File: config.mk
export PLATFORM = sky130hd
export DESIGN_NAME = rf_sweep
export DESIGN_NICKNAME = d
export VERILOG_FILES = /design/src/rtl/rf_sweep.sv
export SDC_FILE = /design/constraint.sdc
export NUM_CORES = 1
export LEC_CHECK = 0
export CORE_UTILIZATION = 62
export DETAILED_ROUTE_END_ITERATION = 8
export MAX_ROUTING_LAYER = met4
export PLACE_DENSITY_LB_ADDON = 0.05
export SYNTH_ARGS = -nofsm -noshare
export SYNTH_HDL_FRONTEND = slang
export SYNTH_SLANG_ARGS = --single-unit
File: constraint.sdc
create_clock -name clk -period 4.8 [get_ports clk]
set_clock_uncertainty 0.2 [all_clocks]
set_input_delay 0.96 -clock clk [delete_from_list [all_inputs] [get_ports clk]]
set_output_delay 0.96 -clock clk [all_outputs]
set_load 0.005 [all_outputs]
File: src/rtl/rf_sweep.sv
// rf_sweep: parametrised register file with a hardware clear sweep after reset.
//
// Ports:
//   clk    - single clock; all state updates on its rising edge
//   rst    - synchronous, active-high reset
//   regwr  - write enable (ignored while the clear sweep runs)
//   wr     - write register number
//   wd     - write data
//   rr1    - read register number, port 1
//   rr2    - read register number, port 2
//   rd1    - registered read data, port 1 (one-cycle latency)
//   rd2    - registered read data, port 2 (one-cycle latency)
//   ready  - high once the sweep has cleared every entry
//
// Configuration macro:
//   RF_BYPASS_EN - when defined, a same-edge write to the addressed register is
//                  forwarded to the read port (write-first). When undefined,
//                  reads return the old contents (read-first).
//
// After reset the block spends exactly DEPTH edges writing zero into each
// entry in turn; only then does it accept writes and return stored data.
module rf_sweep #(
    parameter int unsigned DATA_W   = 32,
    parameter int unsigned ADDR_W   = 5,
    parameter int unsigned DEPTH    = 32,
    parameter int unsigned ZERO_REG = 1
) (
    input  logic              clk,
    input  logic              rst,
    input  logic              regwr,
    input  logic [ADDR_W-1:0] wr,
    input  logic [DATA_W-1:0] wd,
    input  logic [ADDR_W-1:0] rr1,
    input  logic [ADDR_W-1:0] rr2,
    output logic [DATA_W-1:0] rd1,
    output logic [DATA_W-1:0] rd2,
    output logic              ready
);

    localparam logic [0:0] ST_CLEAR = 1'b0;
    localparam logic [0:0] ST_RUN   = 1'b1;

    // One extra bit so DEPTH == 2**ADDR_W is representable in the range check.
    localparam logic [ADDR_W:0]   DEPTH_EXT = (ADDR_W + 1)'(DEPTH);
    localparam logic [ADDR_W-1:0] LAST_PTR  = ADDR_W'(DEPTH - 1);

    logic [0:0]        state_q, state_d;
    logic [ADDR_W-1:0] ptr_q, ptr_d;
    logic              ready_q, ready_d;
    logic [DATA_W-1:0] rd1_q, rd1_d;
    logic [DATA_W-1:0] rd2_q, rd2_d;

    logic [DATA_W-1:0] mem_q [DEPTH];

    logic              mem_we;
    logic [ADDR_W-1:0] mem_waddr;
    logic [DATA_W-1:0] mem_wdata;
    logic              wr_ok;

    // An address is backed by real storage: in range and not the hard-wired zero.
    function automatic logic addr_ok(input logic [ADDR_W-1:0] a);
        return ({1'b0, a} < DEPTH_EXT) && !((ZERO_REG != 0) && (a == '0));
    endfunction

    always_comb begin
        state_d   = state_q;
        ptr_d     = ptr_q;
        ready_d   = ready_q;
        rd1_d     = '0;
        rd2_d     = '0;
        mem_we    = 1'b0;
        mem_waddr = wr;
        mem_wdata = wd;
        wr_ok     = regwr && addr_ok(wr);

        if (state_q == ST_CLEAR) begin
            // Sweep owns the write port; external writes are ignored.
            mem_we    = 1'b1;
            mem_waddr = ptr_q;
            mem_wdata = '0;
            if (ptr_q == LAST_PTR) begin
                state_d = ST_RUN;
                ready_d = 1'b1;
            end else begin
                ptr_d = ptr_q + 1'b1;
            end
        end else begin
            rd1_d = addr_ok(rr1) ? mem_q[rr1] : '0;
            rd2_d = addr_ok(rr2) ? mem_q[rr2] : '0;
`ifdef RF_BYPASS_EN
            // wr_ok already implies the shared address is real storage.
            if (wr_ok && (rr1 == wr)) rd1_d = wd;
            if (wr_ok && (rr2 == wr)) rd2_d = wd;
`endif
            mem_we = wr_ok;
        end
    end

    always_ff @(posedge clk) begin
        if (rst) begin
            state_q <= ST_CLEAR;
            ptr_q   <= '0;
            ready_q <= 1'b0;
            rd1_q   <= '0;
            rd2_q   <= '0;
        end else begin
            state_q <= state_d;
            ptr_q   <= ptr_d;
            ready_q <= ready_d;
            rd1_q   <= rd1_d;
            rd2_q   <= rd2_d;
        end
    end

    // Storage has no reset; the sweep is what clears it.
    always_ff @(posedge clk) begin
        if (!rst && mem_we) begin
            mem_q[mem_waddr] <= mem_wdata;
        end
    end

    assign rd1   = rd1_q;
    assign rd2   = rd2_q;
    assign ready = ready_q;

endmodule

==> results.json, run 1 <==
{
  "status": "finished, final reports clean",
  "synthCells": 2417,
  "synth_cell_type_count": 45,
  "cts_resized": 0,
  "syn_nets": 2469,
  "synth-edff-count": 1024,
  "synth_area_leader_cell": "edfxtp_1",
  "synth_area_leaders": "edfxtp_1 (63%), mux4_2 (21%), mux2i_1 (5.3%)",
  "clock-sinks": 1095,
  "htreeDepth": 3,
  "async_flop_share_pct": 0,
  "drtPass1Iterations": 6,
  "initial_core_util_pct": 62.9,
  "peakVddDrop_v": 0.000318,
  "grt_first_pass_wirelength_mm": 204,
  "dp_hpwl_mm": 82.6,
  "required_ns": 5.10,
  "seq_area_frac_synth_pct": 65.9,
  "finalMaxSlewViolations": 0,
  "core_area_um2": 77700,
  "track_usage_pct": 38.0,
  "dpl_cell_area_um2": 51900,
  "seq_power_share_pct": 50.8,
  "r2r-end": "mem_q[8][6]",
  "ff2ff_path_depth": 5,
  "clkSlewWorstSetupHoldPaths_ns": 0.06,
  "swShare_pct": 21.3,
  "gr-total-overflow": 0,
  "path_class": "input pin to register",
  "drive_gt1_share_pct": 30.1,
  "die-area_um2": 79900,
  "finalSetupTns_ns": 0,
  "design_area_um2": 55600,
  "root_buffer": "clkbuf_16",
  "slew_headroom_pct": 11.8,
  "final_antenna_net_count": 0,
  "p_clk_share_pct": 43.0,
  "fin_ws_ns": 0.728,
  "routabilityCongestion": 0.848,
  "combPwrFrac_pct": 6.3,
  "fp.dieH_um": 283,
  "worstSkewPairLatency_ns": 0.68,
  "area_growth_pct": 13.7,
  "setup_violations": 0,
  "crit_start": "rr2[3]",
  "syn_avg_cell_area_um2": 20.2,
  "hold_buffers": 0,
  "max_freq_mhz": 246,
  "hold_class": "register to register",
  "post-place-ws_ns": 0.241,
  "num_vias": 27900,
  "hp-start": "ready",
  "p_leak_nw": 17.6,
  "hold_slack_ns": 0.308,
  "drt_iter0_markers": 3780,
  "p_per_area_nw_per_um2": 368,
  "hold_depth": 2,
  "path_max_fanout": 12,
  "p_sw_w": 0.00436,
  "synth_warnings": 0,
  "drt-vias-per-instance": 7.52,
  "wire_per_inst_um": 38.5,
  "design.portCount": 115,
  "crit_arrival_ns": 4.37,
  "ys.flop_type": "edfxtp_1",
  "rr_startpoint": "state_q",
  "r2r_slack_ns": 1.26,
  "clockBufferDepth": 3,
  "period_share_pct": 84.8,
  "cap_violations": 0,
  "post_cts_buffers": 0,
  "hold_end": "ready",
  "wl_mm": 143,
  "fp.dieW_um": 283,
  "io_buffers": 114,
  "synth_top_area_share_pct": 62.9,
  "finalCriticalPeriod_ns": 4.07,
  "drc_errors": 0,
  "hold_viol_final": 0,
  "end_kind": "register",
  "tightestPinTransition_ns": 1.29,
  "grt_pass1_vias": 28500,
  "fp-row-count": 102,
  "start_kind": "input pin",
  "synth.ff_latch_count": 1095,
  "syn_area_um2": 48900,
  "grt_setup_unrepaired": "no",
  "numCtsBuffers": 110,
  "final_nets": 2622,
  "antenna_found_initial": 10,
  "p_int_w": 0.0161,
  "grt_max_degree": 98,
  "cts_tree": "done"
}
## cells in the mapped netlist (3+ instances only)
cell type / instances
edfxtp_1: 1024
mux4_2: 449
mux2i_1: 257
clkbuf_1: 102
dfxtp_1: 71
o221ai_1: 63
a22o_1: 62
buf_2: 48
nor2_1: 41
and2_1: 34
nor3_1: 34
o22a_1: 33
a211oi_1: 31
o22ai_1: 31
a2111oi_0: 23
buf_1: 18
buf_4: 16
buf_6: 12
nand2_1: 11
a2111oi_2: 6
nand3_1: 6
a21oi_1: 5
nand3b_1: 5
mux2_2: 3
nand4_1: 3
nor2b_1: 3
## per-layer routing
| layer | global-route usage [%] | vias to the layer above | wire [um] |
|---|---|---|---|
| met5 | - | - | 0 |
| met4 | 15.0 | 0 | 5670 |
| li1 | - | 10800 | - |
| met2 | 56.1 | 2051 | 66700 |
| met3 | 8.83 | 343 | 18600 |
| met1 | 52.1 | 14600 | 51500 |
## cell usage in the layout (no fill, tap or decap), drive strengths merged, types with 2 or more instances in the layout
cell type      count
edfxtp          1024
mux4             449
mux2i            257
clkbuf           133
buf              131
clkdlybuf4s50    106
dfxtp             71
o221ai            63
a22o              62
nor2              41
clkinv            41
nor3              34
and2              34
o22a              33
a211oi            31
o22ai             31
a2111oi           31
bufinv            16
nand2             11
clkinvlp           9
nand3              6
inv                6
diode              5
a21oi              5
nand3b             5
mux2               3
nand4              3
nor2b              3
nand2b             2
or3b               2
xor2               2
o21ai              2
ha                 2
## power by group through the flow
stage	sequential, W	clock [W]	combinational (W)
finish	0.0104	0.00878	0.00128
floorplan	0.0106	0	0.000867
global placement	0.0106	0	0.00125
CTS	0.0104	0.00882	0.00127
global route	0.0104	0.00918	0.00133
detailed placement	0.0106	0	0.00126
## critical path, cell delays in order
cell             delay, ns
clkdlybuf4s50_1       0.88
nand3b_1              0.72
buf_4                 0.43
o22ai_1               0.12
a2111oi_0             1.12
nor3_1                0.11
## sequential cells by signal, summed over array words and instances, names as in the netlist
name and count:
rd1 32, mem_q 1024, ready 1, ptr_q 5, state_q 1, rd2 32
## stage by stage
step           power (W)  cells  utilization [%]
6_report          0.0204   3706             71.5
2_1_floorplan     0.0114   2417                -
4_1_cts           0.0205   3701             71.5
5_1_grt           0.0209   3706             71.5
3_3_place_gp      0.0118   3498             66.8
3_5_place_dp      0.0118   3498             66.8
## cell families after synthesis
family / after synthesis / synth area share (%)
flops: 1095 / 65.9
mux: 709 / 26.0
xor+xnor: 3 / 0.0538
buf+inv: 198 / 1.95
compound gates: 263 / 4.50
fa+ha+maj: 2 / 0.0512
simple gates: 147 / 1.55
## worst max-delay path by stage
stage / cells past startpoint / slack (ns) / end
2_1_floorplan: 3 / 1.21 / mem_q[10][0]
3_3_place_gp: 6 / 0.29 / rd2[29]
3_5_place_dp: 6 / 0.24 / rd2[29]
4_1_cts: 6 / 0.92 / rd2[29]
5_1_grt: 6 / 0.68 / rd2[29]
6_report: 6 / 0.73 / rd2[29]
## area by class of cell
type	instances	area (um^2)
diodes	5	12.5
clock buffers	133	2900
clock inverters	70	776
fillers	4605	22200
inverters	2	7.51
multi-input cells	1124	16000
flip-flops and latches	1095	32200
well taps	1040	1300
repair buffers	237	2380
Note: power is estimated with default switching activity, not from simulation.
==> inputs of run 2 (changes only) <==
==> constraint.sdc (replaced) <==
create_clock -name clk -period 4.18 [get_ports clk]
set_clock_uncertainty 0.2 [all_clocks]
set_input_delay 0.836 -clock clk [delete_from_list [all_inputs] [get_ports clk]]
set_output_delay 0.836 -clock clk [all_outputs]
set_load 0.005 [all_outputs]
==> results.json, run 2 (synthesized netlist as in run 1, its figures left out) <==
{
  "worstSkewPairLatency_ns": 0.67,
  "drt_iter0_markers": 4073,
  "top_register": "mem_q",
  "start_kind": "register",
  "post_cts_buffers": 0,
  "grt_pass1_vias": 28800,
  "r2r_slack_ns": 0.82,
  "clock-sinks": 1095,
  "hold_viol_final": 0,
  "grt_setup_unrepaired": "no",
  "p_per_area_nw_per_um2": 421,
  "wire_per_inst_um": 39.8,
  "finalSetupTns_ns": 0,
  "status": "finished, final reports clean",
  "dp_hpwl_mm": 86.0,
  "antenna_found_initial": 4,
  "finalMaxSlewViolations": 0,
  "max_freq_mhz": 298,
  "num_vias": 28600,
  "p_int_w": 0.0185,
  "fin_ws_ns": 0.820,
  "drive_gt1_share_pct": 30.6,
  "ff2ff_path_depth": 4,
  "final_nets": 2633,
  "drt-vias-per-instance": 7.69,
  "instances_no_fill": 3720,
  "numCtsBuffers": 108,
  "layout_commonest_cell": "edfxtp_1",
  "hp-start": "ready",
  "post-place-ws_ns": 0.408,
  "final_cell_mix": "edfxtp_1 (1024), mux4_2 (449), mux2i_1 (257), clkbuf_16 (111), clkdlybuf4s50_1 (106)",
  "path_max_fanout": 34,
  "slew_headroom_pct": 14.5,
  "routabilityCongestion": 0.895,
  "seq_power_share_pct": 50.6,
  "wl_mm": 148,
  "power.total_w": 0.0235,
  "finalCriticalPeriod_ns": 3.36,
  "final_antenna_net_count": 0,
  "cts_tree": "done",
  "grt_max_degree": 63,
  "largest_reg_flops": 1024,
  "combPwrFrac_pct": 6.4,
  "gr-total-overflow": 0,
  "swShare_pct": 21.4,
  "p_clk_share_pct": 43.0,
  "fp.dieW_um": 283,
  "cts_resized": 0,
  "peakVddDrop_v": 0.000388,
  "required_ns": 4.27,
  "end_kind": "register",
  "hold_class": "register to register",
  "rr_startpoint": "state_q",
  "path_class": "register to register",
  "p_sw_w": 0.00502,
  "grt_first_pass_wirelength_mm": 210,
  "area_growth_pct": 14.4,
  "tightestPinTransition_ns": 1.28,
  "root_buffer": "clkbuf_16",
  "drc_errors": 0,
  "track_usage_pct": 39.3,
  "hold_depth": 2,
  "fp.dieH_um": 283,
  "p_leak_nw": 17.7,
  "r2r-end": "mem_q[9][0]",
  "hold_end": "ready",
  "fp-row-count": 102,
  "core_area_um2": 77700,
  "hold_buffers": 0,
  "die-area_um2": 79900,
  "clkSlewWorstSetupHoldPaths_ns": 0.06,
  "initial_core_util_pct": 62.9,
  "clockBufferDepth": 3,
  "crit_arrival_ns": 3.46,
  "setup_violations": 0,
  "io_buffers": 114,
  "period_share_pct": 80.4,
  "htreeDepth": 3,
  "cap_violations": 0,
  "design.portCount": 115,
  "drtPass1Iterations": 5,
  "place_inst": 3511
}
run 2: how the worst max path moves through the flow:
stage	startpoint	end	slack, ns
global placement	rr2[0]	rd2[16]	0.33
CTS	state_q	mem_q[8][3]	0.93
global route	state_q	mem_q[12][0]	0.78
finish	state_q	mem_q[9][0]	0.82
detailed placement	rr2[0]	rd2[16]	0.41
floorplan	wr[0]	mem_q[10][0]	0.71
run 2: worst max-delay path, cell delays in order, from the launching register on:
cell and delay, ns:
dfxtp_2 0.95, mux2i_1 0.48, nand3_1 0.53, nor2_4 0.33
buf_4 0.45
run 2: power by group through the flow:
stage / Clock [W] / Sequential, W / Combinational [W]
floorplan: 0 / 0.0121 / 0.000995
global placement: 0 / 0.0121 / 0.00147
detailed placement: 0 / 0.0121 / 0.00148
CTS: 0.0102 / 0.0119 / 0.00149
global route: 0.0105 / 0.0119 / 0.00155
finish: 0.0101 / 0.0119 / 0.00150
run 2: cell type report:
type	count	area, um^2
antenna	7	17.5
timing repair buffer	250	2690
inverter	2	7.51
fill	4609	21800
tap	1040	1300
clock buffer	141	2970
clock inverter	61	716
multi-input combinational	1124	16000
sequential	1095	32200
run 2: stage by stage:
| stage | util (%) | hold slack, ns | instance area, um^2 |
|---|---|---|---|
| after floorplan | - | 0.260 | 48900 |
| after global placement | 67.1 | 0.289 | 52200 |
| after detailed placement | 67.1 | 0.273 | 52200 |
| after CTS | 71.9 | 0.302 | 55900 |
| after global routing | 71.9 | 0.337 | 55900 |
| final | 71.9 | 0.302 | 55900 |
run 2: metal layers:
layer / global-route usage [%] / wire (um)
met2: 56.3 / 67900
met1: 53.8 / 53300
met5: - / 0
met4: 19.1 / 8010
met3: 9.16 / 18800
